==> src/rtl/strobe_link_pkg.sv <==
// Shared types and limits for the bit-strobe link.
// STROBE_SER_PARITY_EN adds the PAR state used by the parity extension.
package strobe_link_pkg;

  localparam int unsigned STROBE_MAX_WIDTH = 32;
  localparam int unsigned STROBE_MAX_GAP   = 15;
  localparam int unsigned STROBE_GAP_W     = $clog2(STROBE_MAX_GAP + 1);

`ifdef STROBE_SER_PARITY_EN
  typedef enum logic [2:0] {IDLE, BIT, WAIT, FIN, PAR} strobe_state_t;
`else
  typedef enum logic [2:0] {IDLE, BIT, WAIT, FIN} strobe_state_t;
`endif

endpackage

==> src/rtl/strobe_gap_cnt.sv <==
// Loadable down-counter timing the idle gap after each strobed bit.
// expired is high in the final gap cycle (count reached zero).
module strobe_gap_cnt
  import strobe_link_pkg::*;
#(
  parameter int unsigned W = STROBE_GAP_W
) (
  input  logic         clk,
  input  logic         rst_n,
  input  logic         load,
  input  logic [W-1:0] load_val,
  input  logic         en,
  output logic         expired
);

  logic [W-1:0] cnt;

  always_ff @(posedge clk or negedge rst_n) begin
    if (!rst_n) begin
      cnt <= '0;
    end else if (load) begin
      cnt <= load_val;
    end else if (en && (cnt != '0)) begin
      cnt <= cnt - W'(1);
    end
  end

  assign expired = (cnt == '0);

endmodule

==> src/rtl/strobe_ser_tx.sv <==
// Parallel-to-serial transmitter driving the ser_d/ser_s hold/load link.
// Define STROBE_SER_PARITY_EN to append an even-parity bit to every word.
module strobe_ser_tx
  import strobe_link_pkg::*;
#(
  parameter int unsigned WIDTH     = 8,
  parameter int unsigned GAP       = 0,
  parameter int unsigned MSB_FIRST = 1
) (
  input  logic             clk,
  input  logic             rst_n,
  input  logic             in_valid,
  input  logic [WIDTH-1:0] in_data,
  output logic             in_ready,
  output logic             ser_d,
  output logic             ser_s,
  output logic             busy,
  output logic             done
);

  localparam int unsigned CW = $clog2(WIDTH);
  localparam logic [STROBE_GAP_W-1:0] GAP_LOAD =
    (GAP > 0) ? STROBE_GAP_W'(GAP - 1) : '0;

  strobe_state_t    state, state_next;
  logic [WIDTH-1:0] shreg;
  logic [CW-1:0]    bit_cnt;
  logic             last_bit;
  logic             accept, advance;
  logic             strobing, next_strobing;
  logic             gap_expired;
`ifdef STROBE_SER_PARITY_EN
  logic             par_bit, par_sent;
`endif

  function automatic logic head_bit(input logic [WIDTH-1:0] v);
    return (MSB_FIRST != 0) ? v[WIDTH-1] : v[0];
  endfunction

  function automatic logic [WIDTH-1:0] shift_out(input logic [WIDTH-1:0] v);
    return (MSB_FIRST != 0) ? {v[WIDTH-2:0], 1'b0} : {1'b0, v[WIDTH-1:1]};
  endfunction

  assign last_bit = (bit_cnt == CW'(WIDTH - 1));
  assign in_ready = (state == IDLE) && rst_n;

  strobe_gap_cnt #(.W(STROBE_GAP_W)) u_gap (
    .clk      (clk),
    .rst_n    (rst_n),
    .load     (strobing),
    .load_val (GAP_LOAD),
    .en       (state == WAIT),
    .expired  (gap_expired)
  );

  always_comb begin
    state_next = state;
    accept     = 1'b0;
    advance    = 1'b0;
    case (state)
      IDLE: begin
        if (in_valid) begin
          state_next = BIT;
          accept     = 1'b1;
        end
      end
      BIT: begin
        if (GAP > 0) begin
          state_next = WAIT;
        end else if (last_bit) begin
`ifdef STROBE_SER_PARITY_EN
          state_next = PAR;
`else
          state_next = FIN;
`endif
        end else begin
          state_next = BIT;
          advance    = 1'b1;
        end
      end
      WAIT: begin
        if (gap_expired) begin
          if (last_bit) begin
`ifdef STROBE_SER_PARITY_EN
            state_next = par_sent ? FIN : PAR;
`else
            state_next = FIN;
`endif
          end else begin
            state_next = BIT;
            advance    = 1'b1;
          end
        end
      end
`ifdef STROBE_SER_PARITY_EN
      PAR: state_next = (GAP > 0) ? WAIT : FIN;
`endif
      FIN:     state_next = IDLE;
      default: state_next = IDLE;
    endcase
  end

  always_comb begin
    strobing      = (state == BIT);
    next_strobing = (state_next == BIT);
`ifdef STROBE_SER_PARITY_EN
    if (state == PAR)      strobing      = 1'b1;
    if (state_next == PAR) next_strobing = 1'b1;
`endif
  end

  // Outputs are registered from state_next so they line up with the state they describe.
  always_ff @(posedge clk or negedge rst_n) begin
    if (!rst_n) begin
      state   <= IDLE;
      shreg   <= '0;
      bit_cnt <= '0;
      ser_d   <= 1'b0;
      ser_s   <= 1'b0;
      busy    <= 1'b0;
      done    <= 1'b0;
`ifdef STROBE_SER_PARITY_EN
      par_bit  <= 1'b0;
      par_sent <= 1'b0;
`endif
    end else begin
      state <= state_next;
      ser_s <= next_strobing;
      busy  <= (state_next != IDLE) && (state_next != FIN);
      done  <= (state_next == FIN);
      if (accept) begin
        ser_d   <= head_bit(in_data);
        shreg   <= shift_out(in_data);
        bit_cnt <= '0;
      end else if (advance) begin
        ser_d   <= head_bit(shreg);
        shreg   <= shift_out(shreg);
        bit_cnt <= bit_cnt + CW'(1);
      end
`ifdef STROBE_SER_PARITY_EN
      else if ((state_next == PAR) && (state != PAR)) begin
        ser_d <= par_bit;
      end
      if (accept) begin
        par_bit  <= ^in_data;
        par_sent <= 1'b0;
      end else if (state == PAR) begin
        par_sent <= 1'b1;
      end
`endif
    end
  end

endmodule

==> config.mk <==
export PLATFORM = sky130hd
export DESIGN_NAME = strobe_ser_tx
export DESIGN_NICKNAME = d
export VERILOG_FILES = /design/src/rtl/strobe_link_pkg.sv /design/src/rtl/strobe_gap_cnt.sv /design/src/rtl/strobe_ser_tx.sv
export SDC_FILE = /design/constraint.sdc
export NUM_CORES = 1
export LEC_CHECK = 0
export ABC_AREA = 1
export BUFFER_PORTS_ARGS = -buffer_cell sky130_fd_sc_hd__buf_2
export CORE_ASPECT_RATIO = 0.9
export CORE_MARGIN = 1.5
export CORE_UTILIZATION = 25
export DETAILED_ROUTE_END_ITERATION = 10
export PLACE_DENSITY = 0.54
export SETUP_SLACK_MARGIN = 0.2
export SKIP_LAST_GASP = 1
export SYNTH_ARGS = -nofsm -noshare
export SYNTH_HDL_FRONTEND = slang
export SYNTH_SLANG_ARGS = --single-unit
==> constraint.sdc <==
create_clock -name clk -period 1.26 [get_ports clk]
set_input_delay 0 -clock clk [delete_from_list [all_inputs] [get_ports clk]]
set_output_delay 0 -clock clk [all_outputs]
set_load 0.05 [all_outputs]
Word level (Yosys, flattened, before mapping) --
Index checks and enable logic that the tools add are counted.
Word-level totals: register bits after elaboration 22, output and inout port bits 5, word-level logic and storage cells 42
Cells by class: add/sub/neg operators 2, equal/unequal tests 6, mux-type cells 17, reduce and logical (&&, ||, !) cells 9
Operators by type and width (number):
- 8-bit two-way mux | 2
- 3-bit two-way mux | 4
- 3-bit one-hot mux with 3 select lines | 1
- 4-bit two-way mux | 2
- 3-bit by 1-bit equality test with 1-bit output (second input constant) | 2
- 3-bit by 2-bit equality test with 1-bit output (second input constant) | 2
- 1-bit two-way mux | 6
- 4-bit zero test | 1
- 2-bit nonzero test | 2
- 4-bit nonzero test | 1
- 4-bit by 1-bit subtractor with 4-bit output (second input constant) | 1
- 3-bit by 1-bit adder with 3-bit output (second input constant) | 1
- 3-bit equality test (second input constant) | 1
- 1-bit logical AND | 3
- 3-bit zero test | 1
- 3-bit by 2-bit != test with 1-bit output (second input constant) | 1
- 3-bit nonzero test | 1
- 2-bit two-way mux | 1
- 1-bit one-hot mux with 2 select lines | 1

Depth between registers and ports, before layout --
Gate-level depths: netlist of the first run.
depth after elaboration 6, depth in mapped cells 8, mapped depth without buffers 8

Modules after synthesis --
From an unflattened synthesis of the first run, not the netlist that was laid out.
Unflattened totals: cell total of the unflattened synthesis 154, area total of the unflattened synthesis 1187.4 um^2
Modules (own cells, without submodules):
- strobe_ser_tx | instances 1, cells an instance 108, area each 892.1 um^2
- strobe_gap_cnt | instances 1, cells an instance 46, area each 295.3 um^2

Worst setup path before layout of the first run --
OpenSTA, ideal clock, no wires.
path kind flip-flop to flip-flop, start register bit_cnt[0], end register bit_cnt[0], setup time 0.065 ns, arrival time 1.310 ns, path slack -0.115 ns, stages on the path, launching flop included 8, path buffers 0, clock period less this slack 1.375 ns, cell sequence dfrtp_1 > ha_1 > ha_1 > inv_1 > nand3_1 > o21ai_0 > nand3_1 > nand2_1
On the way: word-level cells in the longest chain between the ends 5, elaborated cells between the ends (all ways) 8, classes of those cells add/sub (1); eq/ne (1); mux (5); reduce/logical (1)
RTL lines:
- start, declared | RTL line strobe_ser_tx.sv:27 | logic [CW-1:0] bit_cnt;
- start signal, assigned | RTL line strobe_ser_tx.sv:138 | bit_cnt <= bit_cnt + CW'(1);
- 3-bit equality test | RTL line strobe_ser_tx.sv:44 | assign last_bit = (bit_cnt == CW'(WIDTH - 1));
- 1-bit two-way mux | RTL line strobe_ser_tx.sv:70, strobe_ser_tx.sv:83
- 1-bit two-way mux | RTL line strobe_ser_tx.sv:82 | if (gap_expired) begin
- 1-bit one-hot mux with 2 select lines | RTL line strobe_ser_tx.sv:60 | case (state)
- 2-bit nonzero test (no line)
Several ways; a longest one is shown, not always the timed one. The select of a mux whose other input is x is not followed. A chain may end at the register's enable or synchronous reset.

Final worst setup path of the first run --
start register bit_cnt[1], end register bit_cnt[0]
On the way: word-level cells in the longest chain between the ends 5
RTL lines (RTL line):
- 3-bit equality test * | strobe_ser_tx.sv:44
- 1-bit two-way mux * | strobe_ser_tx.sv:70, strobe_ser_tx.sv:83
- 1-bit two-way mux | strobe_ser_tx.sv:82
- 1-bit one-hot mux with 2 select lines * | strobe_ser_tx.sv:60
- 2-bit nonzero test (no line) *
Every way passes the cells marked *; elsewhere a longest branch is shown, timed or not.

==> results of run 1 <==
synthesized netlist by cell type (2+ instances only):
cell type  instances
ha_1               4
nor2_1             4
nand2_2            4
o21ai_0            4
nand2_1           34
nand3_4            2
nand4_1           11
nand3_2            2
buf_2              4
inv_1              7
nand3_1           25
dfrtp_1           21
buf_6              2
layer usage:
layer  routed length [µm]  share of wire (%)  GRT usage, %  vias up
met5                    0                  0             0        -
met2                 1466                 49         21.51       20
li1                     -                  -             -      547
met4                   61                2.0         6.250        0
met1                 1349                 45         17.13      515
met3                  113                3.8         2.874        8
timing repair:
action                                 4_1_cts  5_1_grt
gates resized for setup                     23       41
hold buffers                                 2        0
setup buffers                                3        8
pin swaps                                    3       10
endpoints found under the hold margin       22        0
gates cloned                                 2        0
setup endpoints to repair                   21       21
logic make-up after synthesis:
kind of cell / Yosys count / share of synthesized area (%)
other: 1 / 0.3319
AOI/OAI and AO/OA: 6 / 2.991
adders and majority gates: 4 / 4.430
xor gates and xnor gates: 1 / 0.7753
buffers and inverters: 14 / 6.423
DFF: 21 / 46.51
and+or+nand+nor: 85 / 38.54
flip-flops by register name, summed over array words and instances (netlist names):
register / cells
done: 1
shreg: 7
u_gap.cnt: 4
state: 3
bit_cnt: 3
ser_s: 1
busy: 1
ser_d: 1
area by class of cell:
| class | instances | area, µm² |
|---|---|---|
| clock buffers | 4 | 45.04 |
| fillers | 383 | 2357 |
| inverters | 8 | 37.54 |
| multi-input cells | 99 | 792.0 |
| flip-flops and latches | 21 | 526.8 |
| well taps | 60 | 75.07 |
| repair buffers | 45 | 377.9 |
critical path, delay by kind of cell, from the launching register on:
kind	cells	cell delay (ps)
buffers and inverters	1	80
and+or+nand+nor	3	230
DFF	1	390
adders and majority gates	2	370
AOI/OAI and AO/OA	1	180
per-stage QoR:
step           power (mW)  hold slack (ps)  util [%]  TNS (ps)  setup slack, ps
2_1_floorplan       1.173           -295.6         -         0            45.85
3_3_place_gp        1.300            31.08     34.08         0            2.638
3_5_place_dp        1.312            35.02     34.08    -449.5           -58.45
4_1_cts             1.821            96.29     38.56    -273.0           -47.53
5_1_grt             2.028            108.5     44.03     -1566           -142.0
6_report            1.881            96.18     44.03    -459.7           -62.19
where the power goes:
part           total (mW)  internal, mW  switching, mW
combinational       0.583         0.260          0.323
sequential          0.858         0.781         0.0766
clock               0.439         0.225          0.214
path summary, 6_finish.rpt:
kind / from / endpoint / slack (ps) / depth (start not counted)
setup reg to reg: bit_cnt[1]$_DFFE_PN0P_ / bit_cnt[0]$_DFFE_PN0P_ / -60 / 7
hold reg to reg: ser_d$_DFFE_PN0P_ / ser_d$_DFFE_PN0P_ / 510 / 2
max in group asynchronous: rst_n / state[1]$_DFF_PN0_ / 750 / 3
min in group asynchronous: rst_n / shreg[3]$_DFFE_PN0P_ / 280 / 3
setup / recovery: bit_cnt[1]$_DFFE_PN0P_ / bit_cnt[0]$_DFFE_PN0P_ / -60 / 7
hold / removal: in_data[5] / shreg[6]$_DFFE_PN0P_ / 100 / 5
==> summary.txt, run 1 <==
Global routing
  – Vias in the first global route: 1,058
  – GRT Total Usage: 13.42%
  – Initial antenna violation count: 0
  – Pin count of the biggest net entering global routing: 22
  – Gr ovfl total: 0
  – First-pass GRT wire length: 4.933 mm

Setup path
  – Most frequent CP cell: nand3_2
  – Crit Path Category: flip-flop to flip-flop
  – Crit-path cells: ha_2, ha_4, inv_6, nand3_2, o21ai_4, nand3_2, nand2_1
  – Slowest cell delay on critical path: 390 ps
  – Worst path slowest cell: dfrtp_1
  – CP Launch Type: flip-flop
  – Worst-path maximum fanout: 5
  – CP arrival: 1520 ps
  – Worst Path Required: 1460 ps
  – Crit path capture type: flip-flop

Cells and area
  – Layout cells sized above 1: 54.80%
  – Finished Layout Cells: 237
  – Final Cell Area: 1854 µm²
  – Diode count: 0
  – Net count, final: 193
  – Area Growth Syn to Fin: 64.12%
  – Most common cell after layout, fill and taps aside: nand2_1
  – Most frequent cells in the layout: nand2_1 (23), dfrtp_1 (20), buf_4 (17), buf_2 (14), nand3_2 (13)

Die
  – Io pins: 16
  – Initial Util: 26.83%
  – Chip width: 73.86 µm
  – Row Count: 22
  – Full die area: 4932 µm²
  – Die span in y: 66.78 µm
  – Core area: 4212 µm²

Placed design
  – Placed cells: 218
  – Post-DP Area: 1435 µm²
  – Hpwl dp: 1.967 mm
  – # port buffers: 15
  – Final GP Congestion: 0.8241

Outcome
  – Failing checks: setup timing
  – Status: finished with violations

Logic synthesis
  – Post-synthesis sequential area ratio: 46.51%
  – Most used DFF post-synth: dfrtp_1
  – Synth Area per Inst: 8.559 µm²
  – Netlist cell types: 21
  – Top-area cell type share of the netlist area: 46.51%
  – Synthesis-stage register bit count: 21
  – EDFF count, synth: 0
  – Async SR Flop Fraction: 100.0%
  – Mapped Nets: 147
  – Synth area leaders: dfrtp_1 (47%), nand2_1 (11%), nand3_1 (11%), nand4_1 (6.1%), ha_1 (4.4%)
  – Synth area leader: dfrtp_1
  – Synth warnings: 0
  – Netlist Area Pre-Place: 1130 µm²
  – Post-Syn Instances: 132

CTS
  – Root Buffer: clkbuf_8
  – Clock-pin slew on the worst setup and hold paths: 70 ps
  – CTS sink count: 21
  – Maximum clock insertion buffer count: 2
  – CTS buffer count: 3
  – TritonCTS clock tree: yes
  – Clock Latency Late Sink: 260 ps
  – Htree depth: 1

Drt
  – Vias per cell: 4.599
  – Detail Route Antenna Nets: 0
  – Drt total wl: 2.991 mm
  – DRC violations left: 0
  – Via count: 1,090
  – Initial DRC Count: 64
  – Total iterations of the first detailed-routing run: 4
  – DR WL/cell: 12.62 µm

Min path
  – HP Class: input pin to flip-flop

Power
  – Power per cell area: 1014 nW/µm²
  – VDD IR max: 402.2 µV
  – Leak: 0.9192 nW

Run
  – Max-cap viol count: 0

Timing
  – Period minus WS final: 1322 ps
  – RSZ-0062 raised after global routing: yes
  – PnR worst setup slack: -62.19 ps
  – Clk_skew: 2.071 ps
  – Achievable frequency: 756.3 MHz
  – Setup violations, final: 13
  – Max-slew violation count: 0
  – Final hold violations: 0
  – Final period util: 104.9%
Power figures use the tool's default switching activity.
==> inputs of run 2 (changes only) <==
--- a/config.mk
+++ b/config.mk
@@ -9,9 +9,9 @@
 export BUFFER_PORTS_ARGS = -buffer_cell sky130_fd_sc_hd__buf_2
 export CORE_ASPECT_RATIO = 0.9
 export CORE_MARGIN = 1.5
-export CORE_UTILIZATION = 25
+export CORE_UTILIZATION = 50
 export DETAILED_ROUTE_END_ITERATION = 10
-export PLACE_DENSITY = 0.54
+export PLACE_DENSITY = 0.85
 export SETUP_SLACK_MARGIN = 0.2
 export SKIP_LAST_GASP = 1
 export SYNTH_ARGS = -nofsm -noshare
==> run 2 against run 1 <==
The run still ends with setup timing left. Critical path depth grew 1. Sequential power increased by 0.5%. Clock skew grew 7.9 ps. Largest power group unchanged.
==> summary.txt, run 2 (synthesis results as in run 1) <==
Power
  – Sw power: 0.6581 mW
  – VDD IR max: 937.8 µV
  – Sequential group share of total power: 47.6%
  – Power per cell area: 1022 nW/µm²
  – Pwr Total: 1.810 mW
  – Comb pwr share: 33.3%
  – Power Internal: 1.152 mW
  – Sw frac: 36.35%
  – Leak: 0.8979 nW
  – Power share of the clock group: 19.1%

Cells and area
  – Area Growth Syn to Fin: 56.70%
  – Net count, final: 195
  – Biggest register: shreg
  – Final Cell Area: 1770 µm²
  – Top flop regs: shreg: 7 flops, u_gap.cnt: 4 flops
  – Most frequent cells in the layout: nand2_1 (21), dfrtp_1 (21), nand3_1 (19), buf_4 (19), buf_2 (14)
  – Layout cells sized above 1: 53.63%
  – Diode count: 0
  – Finished Layout Cells: 206
  – Max reg flops: 7
  – Finished Core Util: 81.89%

Timing
  – RSZ-0062 raised after global routing: yes
  – Final period util: 113.6%
  – Setup_tns: -1352 ps
  – Setup violations, final: 14
  – Hold Worst Slack: 35.51 ps
  – PnR worst setup slack: -171.8 ps
  – Period minus WS final: 1432 ps
  – Final hold violations: 0
  – Clk_skew: 10.01 ps
  – Achievable frequency: 698.4 MHz
  – Max-slew violation count: 0

Drt
  – Via count: 1,233
  – Drt total wl: 3.892 mm
  – Total iterations of the first detailed-routing run: 4
  – Detail Route Antenna Nets: 0
  – DR WL/cell: 18.89 µm
  – Vias per cell: 5.985
  – DRC violations left: 0
  – Initial DRC Count: 57

Die
  – Full die area: 2554 µm²
  – Core area: 2162 µm²
  – Initial Util: 52.26%
  – Chip width: 53.11 µm
  – Io pins: 16
  – Row Count: 16
  – Die span in y: 48.10 µm

Placed design
  – Post-DP Area: 1379 µm²
  – Placed cells: 183
  – Hpwl dp: 1.731 mm
  – Worst slack at placement: -60.84 ps
  – # port buffers: 15
  – Final GP Congestion: 0.9005

Min path
  – Hold Path Stages: 5
  – Min-delay src: in_data[3]
  – Worst Hold Endpoint: shreg[4]$_DFFE_PN0P_
  – HP Class: input pin to flip-flop

Global routing
  – GRT met1 Usage: 34.57%
  – GRT Total Usage: 28.49%
  – Met2 usage: 48.00%
  – First-pass GRT wire length: 4.940 mm
  – Gr ovfl total: 0
  – Pin count of the biggest net entering global routing: 22
  – GR met3 Demand/Resource: 9.202%
  – Vias in the first global route: 1,053
  – Initial antenna violation count: 0
  – Most Used Layer, Global Route: met2

CTS
  – CTS sink count: 21
  – Clock Latency Late Sink: 330 ps
  – CTS buffer count: 3
  – Root Buffer: clkbuf_4
  – Clock-pin slew on the worst setup and hold paths: 120 ps
  – Maximum clock insertion buffer count: 2
  – TritonCTS clock tree: yes
  – Htree depth: 1

Setup path
  – Crit-path cells: nor2_4, buf_6, nand3_4, buf_12, nand2_1, nand2_1, nand3_1, nand2_1
  – WP buf/inv: 2
  – Crit path capture type: flip-flop
  – Delay-heaviest family, CP: simple AND/OR/NAND/NOR gates
  – Reg2reg end: shreg[7]$_DFFE_PN0P_
  – Crit Path Category: flip-flop to flip-flop
  – Worst r2r src: state[0]$_DFF_PN0_
  – Worst path slowest cell: dfrtp_1
  – R2R setup slack: -170 ps
  – Worst reg2reg path depth: 8
  – Most frequent CP cell: nand2_1
  – CP Launch Type: flip-flop
  – Worst-path maximum fanout: 12
  – Slowest cell delay on critical path: 440 ps
  – CP arrival: 1650 ps
  – Worst Path Required: 1480 ps

Outcome
  – Failing checks: setup timing
  – Status: finished with violations

Run
  – Max-cap viol count: 0
## run 2: cell types whose count changed in the layout (fill, tap and decap cells not counted), sizes merged
cell,before,now
inv,8,7
clkinv,0,2
clkbuf,4,3
buf,43,45
## run 2: tightest hold or removal path, stage by stage
cell	delay, ps
buf_2	90
nand4_1	80
nand2_1	50
nand3_1	70
nand2_1	40
## run 2: layout make-up
class	count	area (µm²)
Multi-Input combinational cell	99	768.2
Sequential cell	21	525.5
Fill cell	119	391.6
Timing Repair Buffer	47	380.4
Inverter	8	35.03
Tap cell	27	33.78
Clock buffer	3	22.52
Clock inverter	1	5.005
## run 2: power groups by stage
stage	registers (mW)	clock network (mW)	logic, mW
floorplan	0.917	0	0.256
global placement	0.858	0	0.420
detailed placement	0.862	0	0.439
CTS	0.848	0.333	0.509
global route	0.866	0.387	0.647
finish	0.862	0.345	0.603
## run 2: worst max path at each step
stage / start / endpoint / depth (start not counted) / slack (ps)
2_1_floorplan: state[0]$_DFF_PN0_ / shreg[3]$_DFFE_PN0P_ / 8 / 50
3_3_place_gp: bit_cnt[0]$_DFFE_PN0P_ / bit_cnt[2]$_DFFE_PN0P_ / 7 / 10
3_5_place_dp: state[2]$_DFF_PN0_ / bit_cnt[1]$_DFFE_PN0P_ / 6 / -60
4_1_cts: bit_cnt[1]$_DFFE_PN0P_ / bit_cnt[1]$_DFFE_PN0P_ / 7 / -60
5_1_grt: state[0]$_DFF_PN0_ / shreg[7]$_DFFE_PN0P_ / 8 / -220
6_report: state[0]$_DFF_PN0_ / shreg[7]$_DFFE_PN0P_ / 8 / -170
## run 2: repair_timing
item,4_1_cts,5_1_grt
endpoints found under the setup margin,21,21
hold buffers,2,0
resized for setup,26,32
cloned,1,1
buffers inserted,8,7
pin swaps,3,10
hold endpoints to repair,22,0
## run 2: metal layers
metal / up-vias / wire length [µm] / part of all wire [%]
met1: 585 / 1556 / 40
li1: 549 / - / -
met4: 0 / 189 / 4.9
met3: 21 / 282 / 7.2
met2: 78 / 1864 / 48
met5: - / 0 / 0
